$ cat config.mk
export PLATFORM = sky130hd
export DESIGN_NAME = omp_iter_ctrl
export DESIGN_NICKNAME = d
export VERILOG_FILES = /design/src/rtl/omp_iter_ctrl.sv
export SDC_FILE = /design/constraint.sdc
export NUM_CORES = 1
export LEC_CHECK = 0
export CORE_MARGIN = 1.5
export CORE_UTILIZATION = 53
export CTS_CLUSTER_DIAMETER = 50
export CTS_CLUSTER_SIZE = 24
export DETAILED_ROUTE_END_ITERATION = 10
export PLACE_DENSITY = 0.8
export SLEW_MARGIN = 25
export SYNTH_ARGS = -nofsm -noshare
export SYNTH_HDL_FRONTEND = slang
export SYNTH_SLANG_ARGS = --single-unit
export TNS_END_PERCENT = 50
$ cat constraint.sdc
create_clock -name clk -period 2.64 [get_ports clk]
set_input_delay 0.396 -clock clk [delete_from_list [all_inputs] [get_ports clk]]
set_output_delay 0.396 -clock clk [all_outputs]
set_load 0.03 [all_outputs]
$ cat src/rtl/omp_iter_ctrl.sv
// OMP iteration sequencer: drives atom selection and residual update per
// iteration, records selected atoms and reports duplicate/timeout errors.
module omp_iter_ctrl #(
    parameter int          K_MAX   = 16,
    parameter int          TO_W    = 16,
    parameter int unsigned TIMEOUT = 16'hFFFF
) (
    input  logic                 clk,
    input  logic                 rst_n,
    input  logic                 start,
    input  logic                 mode,
    input  logic [4:0]           k_target,
    output logic [5:0]           N,
    output logic [2:0]           M,
    output logic                 start_a,
    output logic [4:0]           current_i,
    output logic [7*K_MAX-1:0]   lambda_history,
    input  logic [5:0]           lambda,
    input  logic                 block_a_done,
    output logic                 start_b,
    input  logic                 block_b_done,
    output logic                 busy,
    output logic                 done,
    output logic [1:0]           err,
    output logic [4:0]           iter_count
);

    localparam int IW = (K_MAX > 1) ? $clog2(K_MAX) : 1;
    localparam logic [TO_W-1:0] TO_LAST = TO_W'(TIMEOUT - 1);

    typedef enum logic [3:0] {
        S_IDLE,
        S_CFG,
        S_START_A,
        S_WAIT_A,
        S_COMMIT,
        S_START_B,
        S_WAIT_B,
        S_NEXT,
        S_FIN
    } state_t;

    state_t                   state_q, state_d;
    logic                     mode_q, mode_d;
    logic [4:0]               k_q, k_d;
    logic [5:0]               n_q, n_d;
    logic [2:0]               m_q, m_d;
    logic [4:0]               cur_i_q, cur_i_d;
    logic [4:0]               iter_q, iter_d;
    logic [1:0]               err_q, err_d;
    logic [TO_W-1:0]          wd_q, wd_d;
    logic [5:0]               lam_q, lam_d;
    logic [K_MAX-1:0][6:0]    hist_q, hist_d;

    logic       dup;
    logic       wd_hit;
    logic [4:0] k_clamp;

    assign k_clamp = (k_target > 5'(K_MAX)) ? 5'(K_MAX) : k_target;
    assign wd_hit  = (TIMEOUT != 0) && (wd_q == TO_LAST);

    always_comb begin
        dup = 1'b0;
        for (int j = 0; j < K_MAX; j++) begin
            if (hist_q[j][6] && (hist_q[j][5:0] == lam_q)) begin
                dup = 1'b1;
            end
        end
    end

    always_comb begin
        state_d = state_q;
        mode_d  = mode_q;
        k_d     = k_q;
        n_d     = n_q;
        m_d     = m_q;
        cur_i_d = cur_i_q;
        iter_d  = iter_q;
        err_d   = err_q;
        wd_d    = wd_q;
        lam_d   = lam_q;
        hist_d  = hist_q;
        case (state_q)
            S_IDLE: begin
                if (start) begin
                    mode_d  = mode;
                    k_d     = k_clamp;
                    state_d = S_CFG;
                end
            end
            S_CFG: begin
                n_d     = mode_q ? 6'd63 : 6'd15;
                m_d     = mode_q ? 3'd7 : 3'd1;
                hist_d  = '0;
                cur_i_d = '0;
                iter_d  = '0;
                err_d   = 2'b00;
                wd_d    = '0;
                state_d = (k_q == 5'd0) ? S_FIN : S_START_A;
            end
            S_START_A: begin
                wd_d    = '0;
                state_d = S_WAIT_A;
            end
            S_WAIT_A: begin
                if (block_a_done) begin
                    lam_d   = lambda;
                    wd_d    = '0;
                    state_d = S_COMMIT;
                end else if (wd_hit) begin
                    err_d   = 2'b10;
                    state_d = S_FIN;
                end else begin
                    wd_d = wd_q + 1'b1;
                end
            end
            S_COMMIT: begin
                if (dup) begin
                    err_d   = 2'b01;
                    state_d = S_FIN;
                end else begin
                    if (cur_i_q < 5'(K_MAX)) begin
                        hist_d[cur_i_q[IW-1:0]] = {1'b1, lam_q};
                    end
                    iter_d  = iter_q + 5'd1;
                    state_d = S_START_B;
                end
            end
            S_START_B: begin
                wd_d    = '0;
                state_d = S_WAIT_B;
            end
            S_WAIT_B: begin
                if (block_b_done) begin
                    wd_d    = '0;
                    state_d = S_NEXT;
                end else if (wd_hit) begin
                    err_d   = 2'b10;
                    state_d = S_FIN;
                end else begin
                    wd_d = wd_q + 1'b1;
                end
            end
            S_NEXT: begin
                // Second term keeps the index inside the history window.
                if ((cur_i_q + 5'd1) == k_q ||
                    cur_i_q == 5'(K_MAX - 1)) begin
                    state_d = S_FIN;
                end else begin
                    cur_i_d = cur_i_q + 5'd1;
                    state_d = S_START_A;
                end
            end
            S_FIN: begin
                state_d = S_IDLE;
            end
            default: begin
                state_d = S_IDLE;
            end
        endcase
    end

    always_ff @(posedge clk or negedge rst_n) begin
        if (!rst_n) begin
            state_q <= S_IDLE;
            mode_q  <= 1'b0;
            k_q     <= '0;
            n_q     <= '0;
            m_q     <= '0;
            cur_i_q <= '0;
            iter_q  <= '0;
            err_q   <= 2'b00;
            wd_q    <= '0;
            lam_q   <= '0;
            hist_q  <= '0;
        end else begin
            state_q <= state_d;
            mode_q  <= mode_d;
            k_q     <= k_d;
            n_q     <= n_d;
            m_q     <= m_d;
            cur_i_q <= cur_i_d;
            iter_q  <= iter_d;
            err_q   <= err_d;
            wd_q    <= wd_d;
            lam_q   <= lam_d;
            hist_q  <= hist_d;
        end
    end

    assign N              = n_q;
    assign M              = m_q;
    assign current_i      = cur_i_q;
    assign iter_count     = iter_q;
    assign err            = err_q;
    assign lambda_history = hist_q;
    assign start_a        = (state_q == S_START_A);
    assign start_b        = (state_q == S_START_B);
    assign done           = (state_q == S_FIN);
    assign busy           = (state_q != S_IDLE);

endmodule

==> results by group, run 1 <==
CTS
  • Root Buffer: clkbuf_16
  • CTS sink cnt: 158
  • CTS tree: built
  • Num CTS Buffers: 17
  • Max clock buf depth: 2
  • Clk pin slew, worst setup/hold paths: 60 ps
  • Later-pin clock latency in the skew report: 430 ps
  • # H-tree levels: 4

Setup path
  • Startpoint Class: flip-flop
  • Worst setup EP type: flip-flop
  • Critical path peak fanout: 11
  • RR Startpoint: lam_q[2]$_DFFE_PN0P_
  • Kind of critical path: flip-flop to flip-flop
  • Crit path launch: lam_q[2]$_DFFE_PN0P_
  • Critical Path RT: 2950 ps
  • Worst endpoint data arrival time: 2820 ps

Min path
  • Hold WC Path Type: primary input to asynchronous set/reset pin

Synth
  • FF+latch count, synth: 158
  • Most used DFF post-synth: dfrtp_1
  • Synth Area in Simple Gates: 20.0%
  • Syn Inst Count: 804
  • Ys Warns: 0
  • Avg Cell Area, Syn: 10.6 um^2
  • Leading post-synthesis cells by cell area: dfrtp_1 46%, mux2i_1 12%, nand2_1 6.9%
  • Mux share of post-synthesis cell area: 13.4%
  • Post-synth cell types: 50
  • Xor/xnor share of the synthesized area: 12.3%
  • Post-Syn Nets: 829
  • Post-synthesis sequential area ratio: 46.3%
  • Area share of fa/ha/maj cells after synthesis: 1.17%
  • Cell taking the most area after synthesis: dfrtp_1
  • Largest family of logic cells by synthesized area: simple AND/OR/NAND/NOR gates
  • Number of synthesized flops with an enable pin: 0
  • Post-synth ARST share: 100%
  • Top-area cell type share of the netlist area: 46.3%
  • Compound-Gate Fraction of Synth Area: 1.86%
  • Post-Synthesis Cell Area: 8540 um^2

Power
  • Internal Power: 5650 uW
  • Sequential Power Share: 31.5%
  • P per Cell Area: 861 nW/um^2
  • Leakage power: 0.00537 uW
  • Clock group share of total power: 27.5%
  • Power share of the combinational group: 41.0%
  • Sw power: 3770 uW
  • Worst IR drop on VDD: 0.000681 V
  • Net Sw Frac: 40.0%

Layout
  • # diodes: 0
  • # fillers: 1,124
  • Most frequent cells in the layout: 157 x dfrtp_1, 157 x nand2_1, 152 x clkdlybuf4s50_1
  • Area grow syn2layout: 28.0%
  • Net count, final: 979
  • Layout cells sized above 1: 10.3%
  • Layout Cells excl Fill: 1,183
  • Fin util: 69.1%

Timing
  • Final setup viols: 0
  • RSZ-0062 raised after global routing: false
  • Max Fclk: 397 MHz
  • Slew headroom: 46.1%
  • Final Critical Period: 2520 ps
  • Clock skew: 9.89 ps
  • Final Cycle Share: 95.3%
  • Slew Limit Fails: 0
  • Worst slew pin tran: 808 ps
  • Final hold viol count: 0

Global routing
  • Total GRT Usage: 27.9%
  • First-pass GRT wire length: 35,600 um
  • Number of global-route vias before repair: 6,494
  • Grt total ovfl: 0
  • Largest net degree at the start of global routing: 125
  • Initial antenna violation count: 0

Run
  • MaxCap Viol Count: 0

Detailed routing
  • Vias: 6,630
  • WL final: 22,900 um
  • Wire per inst: 19.4 um
  • Via density: 5.60
  • Remaining antenna violation count: 0
  • First-pass iteration count of the detailed router: 5
  • DR iter-0 viols: 605
  • Drt drc: 0

Floorplan
  • Die width: 130 um
  • Rows: 46
  • Initial Util: 54.0%
  • Total die area: 16,900 um^2
  • Ports: 154
  • Die Y: 130 um
  • Core Footprint: 15,800 um^2

Placement
  • Placed insts: 1,150
  • Gp weighted congestion: 0.899
  • Buffers on Ports: 153
  • Hpwl dp: 15,500 um

Status
  • Status: completed
==> worst max-delay path, cell delays in order (launching register included) <==
cell and delay, ps:
dfrtp_2 470, buf_4 230, xor2_1 180, nor4_1 490, nor4_1 120, and4_2 300, buf_12 160, a21boi_2 120
mux2_1 320
==> timing repair <==
| item | CTS | global route |
|---|---|---|
| hold buffers | 1 | 0 |
| endpoints found under the hold margin | 46 | 0 |
| gates cloned | 0 | 0 |
| pin swaps | 1 | 0 |
| setup endpoints to repair | 60 | 104 |
| buffers inserted | 0 | 0 |
| resized for setup | 2 | 4 |
==> layout make-up <==
class                      instances  area, um^2  share of cell area [%]
timing repair buffer             184        1850                    16.9
tap                              216         270                    2.47
sequential                       158        3960                    36.2
clock buffer                      20         467                    4.27
multi-input combinational        579        4190                    38.3
clock inverter                    12         159                    1.45
inverter                          14        52.6                   0.480
==> cells in the mapped netlist (3+ instances only) <==
| library cell | count |
|---|---|
| nand3_4 | 12 |
| dfrtp_1 | 158 |
| nor2_1 | 27 |
| mux2i_1 | 103 |
| buf_12 | 3 |
| nand3_1 | 18 |
| and2_1 | 3 |
| buf_2 | 4 |
| buf_4 | 10 |
| o21ai_0 | 12 |
| nand4_1 | 24 |
| nand2b_1 | 9 |
| xnor2_1 | 56 |
| mux2_2 | 9 |
| nor4_1 | 20 |
| nand2_1 | 157 |
| nand4_4 | 4 |
| ha_1 | 8 |
| and3_1 | 17 |
| inv_1 | 14 |
| nor2b_1 | 6 |
| buf_6 | 10 |
| xor2_1 | 64 |
| clkbuf_1 | 24 |
==> stage by stage <==
stage | setup WS [ps] | hold WS [ps] | instance area (um^2) | TNS (ps) | total power (uW)
after floorplan | 130 | 100 | 8540 | 0 | 5690
after global placement | -108 | 373 | 10300 | -5240 | 6720
after detailed placement | -43.7 | 375 | 10300 | -964 | 6800
after CTS | 7.81 | 490 | 10900 | 0 | 9420
after global routing | 28.8 | 513 | 10900 | 0 | 9820
final | 124 | 478 | 10900 | 0 | 9420
==> kinds of logic after synthesis <==
kind of cell | count (synthesis)
and+or+nand+nor | 313
DFF | 158
xor gates and xnor gates | 120
muxes | 113
buffers and inverters | 67
AOI/OAI and AO/OA | 25
adders and majority gates | 8
==> worst paths after layout <==
| path | end | slack [ps] | cells past startpoint |
|---|---|---|---|
| worst max register to register | err[1]$_DFFE_PN0P_ | 120 | 8 |
| worst min register to register | mode_q$_DFFE_PN0P_ | 510 | 1 |
| max in group asynchronous | lambda_history[50]$_DFFE_PN0P_ | 1400 | 3 |
| min in group clk | mode_q$_DFFE_PN0P_ | 510 | 1 |
| worst min-delay path | lambda_history[23]$_DFFE_PN0P_ | 480 | 2 |
| worst max-delay path | err[1]$_DFFE_PN0P_ | 120 | 8 |
==> layer usage <==
layer	vias to the layer above	part of all wire [%]	global-route usage, %
met5	-	0	0
met4	0	2.2	9.61
met3	38	6.0	5.29
met2	260	48	44.6
met1	3314	44	38.4
li1	3018	-	-
==> state kept, by name (all words and copies together), names as in the netlist, 2 cells and up <==
name	cells
current_i	5
iter_count	5
wd_q	16
k_q	5
state_q	4
lam_q	6
lambda_history	112
N	2
err	2
==> power groups by stage <==
stage          logic, uW  registers, uW  clock network, uW
6_report            3870           2970               2590
5_1_grt             4110           2990               2720
3_5_place_dp        3800           3000                  0
2_1_floorplan       2600           3090                  0
4_1_cts             3840           2960               2620
3_3_place_gp        3730           2990                  0
Note: power is estimated with default switching activity, not from simulation.
==> run 2: changes to the inputs <==
Settings changed: CAP_MARGIN set to 20, CORE_MARGIN 1.5 to 2.
==> run 2 against run 1 <==
Net effect: worst hold slack improved by 27 ps; clock power fell by 2%; via count rose by 0.50%; combinational power fell by 5.7%; largest cell class unchanged; largest power group unchanged.
==> results by group, run 2 (same netlist as run 1, synthesis figures left out) <==
Power
  • P per Cell Area: 850 nW/um^2
  • Worst IR drop on VDD: 0.000655 V
  • Final Total Pwr: 9270 uW
  • Leakage power: 0.00535 uW

Placement
  • Hpwl dp: 15,700 um
  • Post-Place Cell Area: 10,200 um^2
  • Gp weighted congestion: 0.898
  • Pre-CTS setup slack: -105 ps
  • Buffers on Ports: 153

Floorplan
  • Total die area: 17,200 um^2
  • Die Y: 131 um
  • Die width: 131 um
  • Rows: 46
  • Ports: 154
  • Core Footprint: 15,800 um^2
  • Initial Util: 54.0%

CTS
  • CTS tree: built
  • Later-pin clock latency in the skew report: 440 ps
  • Clk pin slew, worst setup/hold paths: 60 ps
  • Root Buffer: clkbuf_16
  • CTS sink cnt: 158
  • Max clock buf depth: 2
  • # H-tree levels: 4
  • Num CTS Buffers: 17

Setup path
  • Crit path launch: lam_q[1]$_DFFE_PN0P_
  • RR Startpoint: lam_q[1]$_DFFE_PN0P_
  • Worst setup EP type: flip-flop
  • Kind of critical path: flip-flop to flip-flop
  • Worst endpoint data arrival time: 2840 ps
  • Crit path largest cell delay: 560 ps
  • Slowest-stage cell, CP: dfrtp_4
  • Worst path most repeated cell: nor4_1
  • Critical-path cell list: buf_4, xor2_1, nor4_1, nor4_1, and4_4, buf_12, nand3_4, mux2i_1
  • Critical Path RT: 2900 ps
  • Startpoint Class: flip-flop
  • Critical path peak fanout: 11

Min path
  • Hold WC Path Type: flip-flop to flip-flop
  • Worst hold start: lam_q[4]$_DFFE_PN0P_

Global routing
  • Total GRT Usage: 28.4%
  • Largest net degree at the start of global routing: 125
  • First-pass GRT wire length: 36,600 um
  • Grt total ovfl: 0
  • Number of global-route vias before repair: 6,590
  • Initial antenna violation count: 1

Detailed routing
  • DR iter-0 viols: 680
  • Drt drc: 0
  • WL final: 23,500 um
  • Remaining antenna violation count: 0
  • Vias: 6,663
  • Via density: 5.64
  • Wire per inst: 19.9 um
  • First-pass iteration count of the detailed router: 5

Layout
  • Layout cells sized above 1: 10.3%
  • Most frequent cells in the layout: 157 x nand2_1, 155 x dfrtp_1, 152 x clkdlybuf4s50_1
  • Area grow syn2layout: 27.6%
  • Commonest non-fill, non-tap cell in the layout: nand2_1
  • # fillers: 1,201
  • Number of flip-flops in the largest register: 112
  • Net count, final: 977
  • Design area: 10,900 um^2

Timing
  • Max Fclk: 388 MHz
  • Final Cycle Share: 97.7%
  • Hold slack: 505 ps
  • Clock skew: 11.8 ps
  • Final Critical Period: 2580 ps
  • Final hold viol count: 0
  • Slew Limit Fails: 0
  • Final Worst Setup Slack: 61.3 ps
  • Slew headroom: 43.3%
  • Worst slew pin tran: 850 ps
  • Final setup viols: 0
  • Setup TNS: 0 ps

Run
  • MaxCap Viol Count: 0

Status
  • Status: completed
==> run 2: cell types whose count changed in the layout (fill, tap and decap cells not counted), sizes merged <==
cell	before	now
clkinvlp	2	4
inv	16	15
diode	0	1
buf	31	28
==> run 2: timing repair <==
action,4_1_cts,5_1_grt
buffers inserted,0,0
gates cloned,0,1
resized for setup,3,6
pin swaps,0,2
hold endpoints to repair,60,0
hold buffers,1,0
setup endpoints to repair,101,100
==> run 2: power by group <==
group / total [uW] / switching, uW / internal (uW)
Combinational: 3650 / 2280 / 1370
Sequential: 3090 / 420 / 2670
Clock: 2530 / 1010 / 1510
==> run 2: critical path: cells and delay by family (launching register included) <==
family | cells | cell delay [ps]
xor gates and xnor gates | 1 | 190
muxes | 1 | 200
DFF | 1 | 560
and+or+nand+nor | 4 | 970
buffers and inverters | 2 | 460
==> run 2: through the flow <==
step,utilization (%),cells
6_report,68.9,1182
5_1_grt,68.9,1182
4_1_cts,68.6,1180
3_5_place_dp,64.6,1147
3_3_place_gp,64.6,1147
2_1_floorplan,-,804
==> run 2: metal layers <==
metal	vias to the layer above	wire [um]	global-route usage [%]
met5	-	0	0
met4	0	382	8.51
met3	34	1560	5.82
met2	271	11400	44.9
met1	3341	10100	39.6
li1	3017	-	-
==> run 2: worst paths after layout <==
| check | to | depth (start not counted) | slack (ps) |
|---|---|---|---|
| max | lambda_history[72]$_DFFE_PN0P_ | 8 | 60 |
| min | lam_q[4]$_DFFE_PN0P_ | 1 | 510 |
| max reg2reg | lambda_history[72]$_DFFE_PN0P_ | 8 | 60 |
| min reg2reg | lam_q[4]$_DFFE_PN0P_ | 1 | 510 |
| max in group asynchronous | lambda_history[108]$_DFFE_PN0P_ | 3 | 1360 |
| min in group asynchronous | lambda_history[29]$_DFFE_PN0P_ | 2 | 520 |
==> run 2: area by class of cell <==
type,count,area [um^2],area share [%]
timing repair buffer,182,1820,16.7
multi-input combinational,579,4190,38.4
clock inverter,13,165,1.51
clock buffer,19,443,4.06
antenna,1,2.50,0.0229
inverter,14,52.6,0.482
sequential,158,3960,36.3
tap,216,270,2.48
